==> src/rtl/cabac_seq_ctrl.sv <==
// cabac_seq_ctrl: sequences one CABAC slice decode. It writes the VPS/SPS0/SPS1/PPS0/SH0
// words over a single-outstanding register bus and then writes START. While the slice runs
// it counts CTU completions, watches for a CTU timeout, and reports done or error.
// Optional build macro CABAC_SEQ_READBACK_EN: read back the five words after writing them
// and abort with err_code 3 on the first mismatch.
module cabac_seq_ctrl #(
   parameter logic [11:0] ADDR_VPS    = 12'h000,
   parameter logic [11:0] ADDR_SPS0   = 12'h004,
   parameter logic [11:0] ADDR_SPS1   = 12'h008,
   parameter logic [11:0] ADDR_PPS0   = 12'h00C,
   parameter logic [11:0] ADDR_SH0    = 12'h010,
   parameter logic [11:0] ADDR_START  = 12'h020,
   parameter int unsigned TIMEOUT_CYC = 1000000
) (
   input  logic        clk,
   input  logic        rst_n,
   input  logic        cmd_start,
   input  logic [31:0] cfg_vps,
   input  logic [31:0] cfg_sps0,
   input  logic [31:0] cfg_sps1,
   input  logic [31:0] cfg_pps0,
   input  logic [31:0] cfg_sh0,
   output logic        req_vld,
   output logic        req_wr,
   output logic [11:0] req_addr,
   output logic [31:0] req_wdata,
   input  logic        resp_vld,
   input  logic [31:0] resp_rdata,
   input  logic        ctu_done_intr,
   input  logic        done_intr,
   input  logic        error_intr,
   output logic        busy,
   output logic        done_o,
   output logic        err_o,
   output logic [1:0]  err_code,
   output logic [15:0] ctu_cnt
);

   localparam int TMO_W = $clog2(TIMEOUT_CYC + 1);
   localparam logic [TMO_W-1:0] TMO_LAST = TMO_W'(TIMEOUT_CYC - 1);

   typedef enum logic [2:0] {
      S_IDLE     = 3'd0,
      S_CFG_WR   = 3'd1,
`ifdef CABAC_SEQ_READBACK_EN
      S_CFG_RD   = 3'd2,
`endif
      S_START_WR = 3'd3,
      S_RUN      = 3'd4,
      S_FIN      = 3'd5
   } state_t;

   state_t            state_q, state_d;
   logic [2:0]        idx_q, idx_d;        // which config word is being accessed (0..4)
   logic              pend_q, pend_d;      // a request is outstanding, waiting for resp_vld
   logic [15:0]       ctu_cnt_q, ctu_cnt_d;
   logic [1:0]        err_code_q, err_code_d;
   logic [TMO_W-1:0]  tmo_q, tmo_d;
   logic [31:0]       cfg_q [5];

   logic              accept;
   logic              resp_ok;
   logic              last_idx;
   logic              tmo_hit;
   logic [31:0]       cur_word;
   logic [11:0]       cur_addr;

   assign accept   = (state_q == S_IDLE) && cmd_start;
   // A response only counts while a request is outstanding; stray ones are dropped.
   assign resp_ok  = pend_q && resp_vld;
   assign last_idx = (idx_q == 3'd4);
   // A CTU completion in the same cycle rescues the slice from the timeout.
   assign tmo_hit  = (state_q == S_RUN) && !ctu_done_intr && (tmo_q == TMO_LAST);

`ifdef CABAC_SEQ_READBACK_EN
   logic rb_bad;
   assign rb_bad = resp_ok && (resp_rdata != cur_word);
`else
   logic unused_rdata;
   assign unused_rdata = ^resp_rdata;
`endif

   // Select the latched word and its register address for the current index.
   always_comb begin
      cur_word = cfg_q[4];
      cur_addr = ADDR_SH0;
      case (idx_q)
         3'd0: begin cur_word = cfg_q[0]; cur_addr = ADDR_VPS;  end
         3'd1: begin cur_word = cfg_q[1]; cur_addr = ADDR_SPS0; end
         3'd2: begin cur_word = cfg_q[2]; cur_addr = ADDR_SPS1; end
         3'd3: begin cur_word = cfg_q[3]; cur_addr = ADDR_PPS0; end
         default: ;
      endcase
   end

   // State register.
   always_ff @(posedge clk or posedge rst_n) begin
      if (rst_n) state_q <= S_IDLE;
      else       state_q <= state_d;
   end

   // Next-state logic.
   always_comb begin
      state_d = state_q;
      case (state_q)
         S_IDLE:     if (accept) state_d = S_CFG_WR;
         S_CFG_WR:   if (resp_ok && last_idx) begin
`ifdef CABAC_SEQ_READBACK_EN
                        state_d = S_CFG_RD;
`else
                        state_d = S_START_WR;
`endif
                     end
`ifdef CABAC_SEQ_READBACK_EN
         S_CFG_RD:   if (rb_bad)                   state_d = S_FIN;
                     else if (resp_ok && last_idx) state_d = S_START_WR;
`endif
         S_START_WR: if (resp_ok) state_d = S_RUN;
         S_RUN:      if (error_intr || tmo_hit || done_intr) state_d = S_FIN;
         S_FIN:      state_d = S_IDLE;
         default:    state_d = S_IDLE;
      endcase
   end

   // Output decode: a request is presented for one cycle whenever nothing is outstanding.
   always_comb begin
      req_vld   = 1'b0;
      req_wr    = 1'b0;
      req_addr  = cur_addr;
      req_wdata = 32'h0;
      done_o    = 1'b0;
      err_o     = 1'b0;
      busy      = (state_q != S_IDLE);
      case (state_q)
         S_CFG_WR: begin
            req_vld   = !pend_q;
            req_wr    = !pend_q;
            req_wdata = cur_word;
         end
`ifdef CABAC_SEQ_READBACK_EN
         S_CFG_RD: req_vld = !pend_q;
`endif
         S_START_WR: begin
            req_vld   = !pend_q;
            req_wr    = !pend_q;
            req_addr  = ADDR_START;
            req_wdata = 32'h1;
         end
         S_FIN: begin
            done_o = (err_code_q == 2'd0);
            err_o  = (err_code_q != 2'd0);
         end
         default: ;
      endcase
   end

   // Datapath next values: bus handshake tracking, CTU counting, timeout and error code.
   always_comb begin
      idx_d      = idx_q;
      pend_d     = pend_q;
      ctu_cnt_d  = ctu_cnt_q;
      err_code_d = err_code_q;
      tmo_d      = tmo_q;
      if (req_vld) pend_d = 1'b1;
      if (resp_ok) pend_d = 1'b0;
      case (state_q)
         S_IDLE: if (cmd_start) begin
            idx_d      = 3'd0;
            pend_d     = 1'b0;
            ctu_cnt_d  = 16'h0;
            err_code_d = 2'd0;
            tmo_d      = '0;
         end
         S_CFG_WR: if (resp_ok) idx_d = last_idx ? 3'd0 : idx_q + 3'd1;
`ifdef CABAC_SEQ_READBACK_EN
         S_CFG_RD: if (resp_ok) begin
            idx_d = last_idx ? 3'd0 : idx_q + 3'd1;
            if (rb_bad) err_code_d = 2'd3;
         end
`endif
         S_START_WR: if (resp_ok) tmo_d = '0;
         S_RUN: begin
            if (ctu_done_intr) begin
               ctu_cnt_d = (ctu_cnt_q == 16'hFFFF) ? ctu_cnt_q : ctu_cnt_q + 16'd1;
               tmo_d     = '0;
            end else begin
               tmo_d     = tmo_q + TMO_W'(1);
            end
            if (error_intr)   err_code_d = 2'd1;
            else if (tmo_hit) err_code_d = 2'd2;
         end
         default: ;
      endcase
   end

   // Datapath registers.
   always_ff @(posedge clk or posedge rst_n) begin
      if (rst_n) begin
         idx_q      <= 3'd0;
         pend_q     <= 1'b0;
         ctu_cnt_q  <= 16'h0;
         err_code_q <= 2'd0;
         tmo_q      <= '0;
      end else begin
         idx_q      <= idx_d;
         pend_q     <= pend_d;
         ctu_cnt_q  <= ctu_cnt_d;
         err_code_q <= err_code_d;
         tmo_q      <= tmo_d;
      end
   end

   // Capture the five configuration words on acceptance; held for the whole slice.
   always_ff @(posedge clk) begin
      if (accept) begin
         cfg_q[0] <= cfg_vps;
         cfg_q[1] <= cfg_sps0;
         cfg_q[2] <= cfg_sps1;
         cfg_q[3] <= cfg_pps0;
         cfg_q[4] <= cfg_sh0;
      end
   end

   assign err_code = err_code_q;
   assign ctu_cnt  = ctu_cnt_q;

endmodule

==> config.mk <==
export PLATFORM = sky130hd
export DESIGN_NAME = cabac_seq_ctrl
export DESIGN_NICKNAME = d
export VERILOG_FILES = /design/src/rtl/cabac_seq_ctrl.sv
export SDC_FILE = /design/constraint.sdc
export NUM_CORES = 1
export LEC_CHECK = 0
export BUFFER_PORTS_ARGS = -buffer_cell sky130_fd_sc_hd__clkbuf_2
export CAP_MARGIN = 0
export CORE_UTILIZATION = 51
export CTS_BUF_LIST = sky130_fd_sc_hd__clkbuf_4
export DETAILED_ROUTE_END_ITERATION = 10
export GPL_TIMING_DRIVEN = 0
export PLACE_DENSITY = 0.8
export SLEW_MARGIN = 20
export SYNTH_ARGS = -nofsm -noshare
export SYNTH_HDL_FRONTEND = slang
export SYNTH_SLANG_ARGS = --single-unit
==> constraint.sdc <==
create_clock -name clk -period 4.1 [get_ports clk]
set_clock_uncertainty 0.05 [all_clocks]
set_input_delay 0.205 -clock clk [delete_from_list [all_inputs] [get_ports clk]]
set_output_delay 0.205 -clock clk [all_outputs]
set_load 0.03 [all_outputs]
* Word level (Yosys, flattened, before mapping)
Memories as Yosys holds them, arrays and structs flattened.
Cells that the tools add are included.
** Storage, ports and cells
- Register bits :: 45
- Latch bits :: 0
- Memory bits (writable) :: 160
- Memory bits (read-only) :: 0
- Input bits :: 199
- Output and inout bits :: 67
- Memories :: 1
** Operators by class
- Add/sub/neg operators :: 3
- $mul :: 0
- Div/mod/pow operators :: 0
- Magnitude comparators :: 0
- Equal/unequal tests :: 19
- Shifts and indexed selects :: 0
- Muxes and demuxes :: 34
- Bitwise gates (word level) :: 0
- Reductions and logical operators :: 23
** Memory list
- cfg_q :: depth 5, bits a word 32, rd ports 5, clocked after memory_dff 0, wr ports 5, RTL line 59 : logic [31:0] cfg_q [5];
** Operator list (number)
- one-hot mux 32 bit (4 select lines) :: 1
- one-hot mux 32 bit (2 select lines) :: 1
- two-way mux 20 bit :: 3
- one-hot mux 20 bit (3 select lines) :: 1
- two-way mux 16 bit :: 3
- one-hot mux 16 bit (2 select lines) :: 1
- two-way mux 3 bit :: 7
- adder 20 x 1 -> 20 bit (second input constant) :: 1
- == test 20 bit (second input constant) :: 1
- one-hot mux 5 bit (4 select lines) :: 1
- adder 16 x 1 -> 16 bit (second input constant) :: 1
- == test 16 bit (second input constant) :: 1
- inequality test 2 bit (second input constant) :: 7
- two-way mux 12 bit :: 1
- one-hot mux 3 bit (4 select lines) :: 1
- == test 3 x 2 -> 1 bit (second input constant) :: 3
- == test 3 bit (second input constant) :: 3
- two-way mux 1 bit :: 9
- AND reduction 3 bit :: 3
- AND reduction 4 bit :: 2
- == test 3 x 1 -> 1 bit (second input constant) :: 2
- zero test 3 bit :: 2
- two-way mux 2 bit :: 3
- one-hot mux 3 bit (2 select lines) :: 1
- 11 further kinds :: 20

* Depth between registers and ports, before layout
- Word-level depth :: 7
- Depth in mapped cells :: 8
- Mapped depth without buffers :: 6

* Least setup slack after synthesis
No wires, ideal clock.
- Path type :: reg2reg
- From :: reg state_q[2]
- To :: mem cfg_q[0][0], enable pin
- Library setup time :: 0.451 ns
- Arrival :: 3.396 ns
- Path slack :: 0.203 ns
- Cell stages (with the launch flop) :: 5
- Buffers on the path :: 2
- Cell sequence :: dfrtp_1 buf_2 or3_1 nor2_1 buf_2
** RTL lines
- start, declared :: RTL line 53 : state_t state_q, state_d;
- start signal, assigned :: RTL line 99 : else state_q <= state_d;
- end, declared :: RTL line 59

* Worst setup path in the final report
- From :: reg idx_q[0]
- To :: out req_wdata[11]
** Between the ends
- Word-level cells in the longest chain between the ends :: 3
- Elaborated cells on any way between the ends :: 6
** RTL lines
- start, declared :: RTL line 54 : logic [2:0] idx_q, idx_d;
- start signal, assigned :: RTL line 205 : idx_q <= idx_d;
- == test 3 x 2 -> 1 bit (tied with other cells) :: RTL line 87 : case (idx_q)
- one-hot mux 32 bit (4 select lines) * :: RTL line 87
- one-hot mux 32 bit (2 select lines) * :: RTL line 134 : case (state_q)
- end, declared :: RTL line 26 : output logic [31:0] req_wdata,
Mark *: on every way between the ends. The rest lies on a longest branch, timed or not.

==> summary.txt <==
Status
  • Run status: completed

Min path
  • Hold Path Origin: cmd_start
  • Min-Delay Path Class: in2reg

Synthesis
  • Instance count of the mapped netlist: 599
  • Share of the synthesized area in the top cell type: 57.7%
  • Synthesized area per cell: 13.9 um2
  • Number of warnings issued by yosys: 0
  • Netlist cell types: 49
  • Cell accounting for the most synthesized area: edfxtp_1
  • Mapped Area: 0.00833 mm2
  • Main flop type after synthesis: edfxtp_1
  • Top cells by count, synth: edfxtp_1 (160), a22oi_1 (63), nand2_1 (50)
  • Most instantiated library cell after synthesis: edfxtp_1
  • Ranking of synthesized cells by area: edfxtp_1 (58%), dfrtp_1 (14%), a22oi_1 (5.7%), a31oi_1 (2.5%), nand2_1 (2.3%)
  • Fraction of registers with async set or reset after synthesis: 22.0%
  • Post-synthesis sequential area ratio: 71.2%
  • Post-synth EDFFs: 160
  • Flop and latch count out of synthesis: 205

Clock tree
  • Latest clock arrival within the worst-skew pair: 0.61 ns
  • Post-CTS Resized: 0
  • Clock input transition at the sequential cells of the worst setup and hold paths: 0.07 ns
  • TritonCTS clock tree: built
  • Number of clock sinks seen by CTS: 205
  • Largest buffer count on any clock path: 3
  • Maximum level of the CTS H-tree: 2
  • TritonCTS Buffers: 51
  • Root Driver: clkbuf_4

Finish
  • Synthesis-to-finish area growth: 45.1%
  • Final standard cell count with taps included and fillers excluded: 1306
  • Ratio of cells with drive above 1 in the final layout: 30.5%
  • Final nets: 1257
  • Fin util: 76.0%

GRT
  • Overall overflow remaining after global route: 0
  • Via count of the first global-routing pass: 7536
  • Pin count of the biggest net entering global routing: 112
  • Overall routing resource usage: 30.4%
  • Initial antenna violation count: 1
  • First-pass GRT wire length: 38400 um

Critical path
  • Crit path from: idx_q[0]$_DFFE_PP0P_
  • R2R setup slack: 1.18 ns
  • Worst Path Required: 3.85 ns
  • Critical path, cell by cell: ha_1 -> ha_1 -> clkbuf_1 -> nor4_2 -> buf_2 -> nand2_1 -> a31oi_1 -> clkbuf_2
  • Highest-delay cell along the critical path: nor4_2
  • Most frequent CP cell: ha_1
  • Startpoint type of the worst setup path: register
  • Crit-path max cell delay: 0.74 ns
  • Depth of the most critical reg-to-reg path: 5
  • Endpoint of the most critical register-to-register path: cfg_q[0][3]$_DFFE_PP_
  • Cell depth of the worst setup path: 8
  • Crit path capture type: output pin
  • Critical Path Sink: req_wdata[11]
  • Cell class contributing the biggest share of worst-path delay: buffers and inverters
  • Kind of critical path: reg2out
  • Critical path arrival: 3.50 ns
  • Crit Path Max Fanout: 10
  • Buffering stage count on the worst path with inverters included: 3
  • Worst flop-to-flop path startpoint: state_q[2]$_DFFE_PP0P_

Route
  • Post-route antenna net violation count: 0
  • DRT Pass-1 Iters: 5
  • Via count: 7212
  • Total detailed-routing wirelength: 25600 um
  • Violation count after the first detailed-route iteration: 546
  • Average wire per standard cell: 19.6 um
  • Drc violations: 0
  • Detail-routed via count per cell: 5.52

Timing
  • Share of the clock period used by the worst path: 91.5%
  • Number of pins exceeding their max-slew limit in the final report: 0
  • Shortest clock period the worst path allows after layout: 3.75 ns
  • Number of hold violations in the final report: 0
  • Setup violations, final: 0
  • Hold slack: 0.0548 ns
  • Worst slew pin tran: 0.739 ns
  • Max frequency: 267 MHz
  • Headroom to the max-slew limit: 50.6%
  • Unrepaired setup endpoints after global routing: false

Pwr
  • Power consumption: 0.00737 W
  • Share of power burned in registers: 35.5%
  • Part of the power in combinational logic: 41.4%
  • Clock share of power: 23.1%
  • Maximum vdd ir drop: 0.000630 V
  • Switching power of the nets: 0.00314 W
  • Leakage power: 4.89 nW
  • PwrDens: 611 mW/mm2
  • Internal Dissipation: 0.00423 W
  • Switching share of power: 42.6%

Placed design
  • GP Congestion: 0.874
  • Cell count after placement: 1049
  • Port Buffer Count: 225
  • Post-detailed-placement half-perimeter wirelength: 13400 um

Floorplan
  • Full die area: 0.0168 mm2
  • Core region area: 0.0159 mm2
  • Floorplan die height: 130 um
  • Number of ports placed on the die boundary: 266
  • Effective utilization at floorplan: 52.4%
  • Width of the chip: 130 um
  • Std cell rows: 46

Run
  • Number of maximum-capacitance constraint violations: 0
## state kept, by name, summed over array words and instances, names as in the netlist
register  cells
err_code      2
pend_q        1
ctu_cnt      16
tmo_q        20
idx_q         3
cfg_q       160
state_q       3
## worst min path at each step
stage | to | slack [ns] | cells past startpoint
after global routing | state_q[0]$_DFFE_PP0P_ | 0.03 | 4
after global placement | cfg_q[0][118]$_DFFE_PP_ | 0.33 | 1
after CTS | state_q[0]$_DFFE_PP0P_ | 0.002 | 4
final | state_q[0]$_DFFE_PP0P_ | 0.05 | 4
after floorplan | cfg_q[0][0]$_DFFE_PP_ | 0.25 | 0
after detailed placement | ctu_cnt[0]$_DFFE_PP0P_ | 0.17 | 2
## placed cells by master (no fill, tap or decap), types with 3 or more instances in the layout
cell type      synthesis  routed
dfrtp_1               45      45
a22oi_1               63      63
nor2_1                43      43
clkbuf_4               0      74
clkbuf_1              20      20
buf_2                  8       7
xnor2_1               14      14
xor2_1                 8       8
nand4_1               12      12
clkbuf_2               0     225
ha_1                   7       7
or3_1                  5       5
nand3_1               11      11
inv_1                 11      10
nor4b_1                6       6
o21ai_0               15      15
conb_1                 1       8
edfxtp_1             160     160
clkinv_1               0      15
a22o_1                 6       6
and3_1                 3       3
buf_4                 10      10
dlygate4sd3_1          0     165
nor3_1                14      14
a31oi_1               33      33
nand2b_1               5       5
nor4_1                 4       4
nor2b_1                3       3
nand2_1               50      50
a21oi_1               11      11
## through the flow
| stage | TNS [ns] | worst slack, ns | cell area (um2) |
|---|---|---|---|
| finish | 0 | 0.349 | 12100 |
| global route | 0 | 0.132 | 12100 |
| CTS | 0 | 0.310 | 12100 |
| detailed placement | 0 | 1.00 | 9810 |
| global placement | -83.70 | -0.514 | 9750 |
| floorplan | 0 | 0.203 | 8350 |
## metal layers
metal | vias to the layer above | track usage (%) | part of all wire, %
met3 | 81 | 7.26 | 8.4
met2 | 454 | 53.4 | 51
met5 | - | 0 | 0
li1 | 3221 | - | -
met1 | 3456 | 35.4 | 37
met4 | 0 | 13.9 | 3.4
## power by group through the flow
stage / clock network [W] / registers, W / logic (W)
after floorplan: 0 / 0.00265 / 0.00188
after global placement: 0 / 0.00266 / 0.00279
after detailed placement: 0 / 0.00265 / 0.00283
after CTS: 0.00164 / 0.00260 / 0.00298
after global routing: 0.00180 / 0.00264 / 0.00323
final: 0.00170 / 0.00262 / 0.00305
## cells by family after synthesis
kind of cell | synth area share, %
DFF | 71.2
and+or+nand+nor | 11.1
AOI/OAI and AO/OA | 11.1
buffers and inverters | 2.92
xor gates and xnor gates | 2.31
adders and majority gates | 1.05
muxes | 0.270
other | 0.0450
## timing repair
action	in CTS	in global routing
hold buffers	165	0
endpoints found under the hold margin	214	0
buffers inserted	0	0
## layout make-up
class	count	area [um2]
antenna	2	5.00
buffer	39	211
sequential	205	5930
multi-input combinational	351	2180
inverter	11	41.3
tap	216	270
timing repair buffer	392	2830
fill	916	3810
clock buffer	74	556
clock inverter	16	60.1
## worst reg2reg max path, stage by stage, from the launching register on
cell	delay, ns
dfrtp_1	0.43
buf_2	0.20
or3_1	0.46
nor2_1	0.44
buf_8	0.44
buf_16	0.42
(Power assumes the default switching activity.)
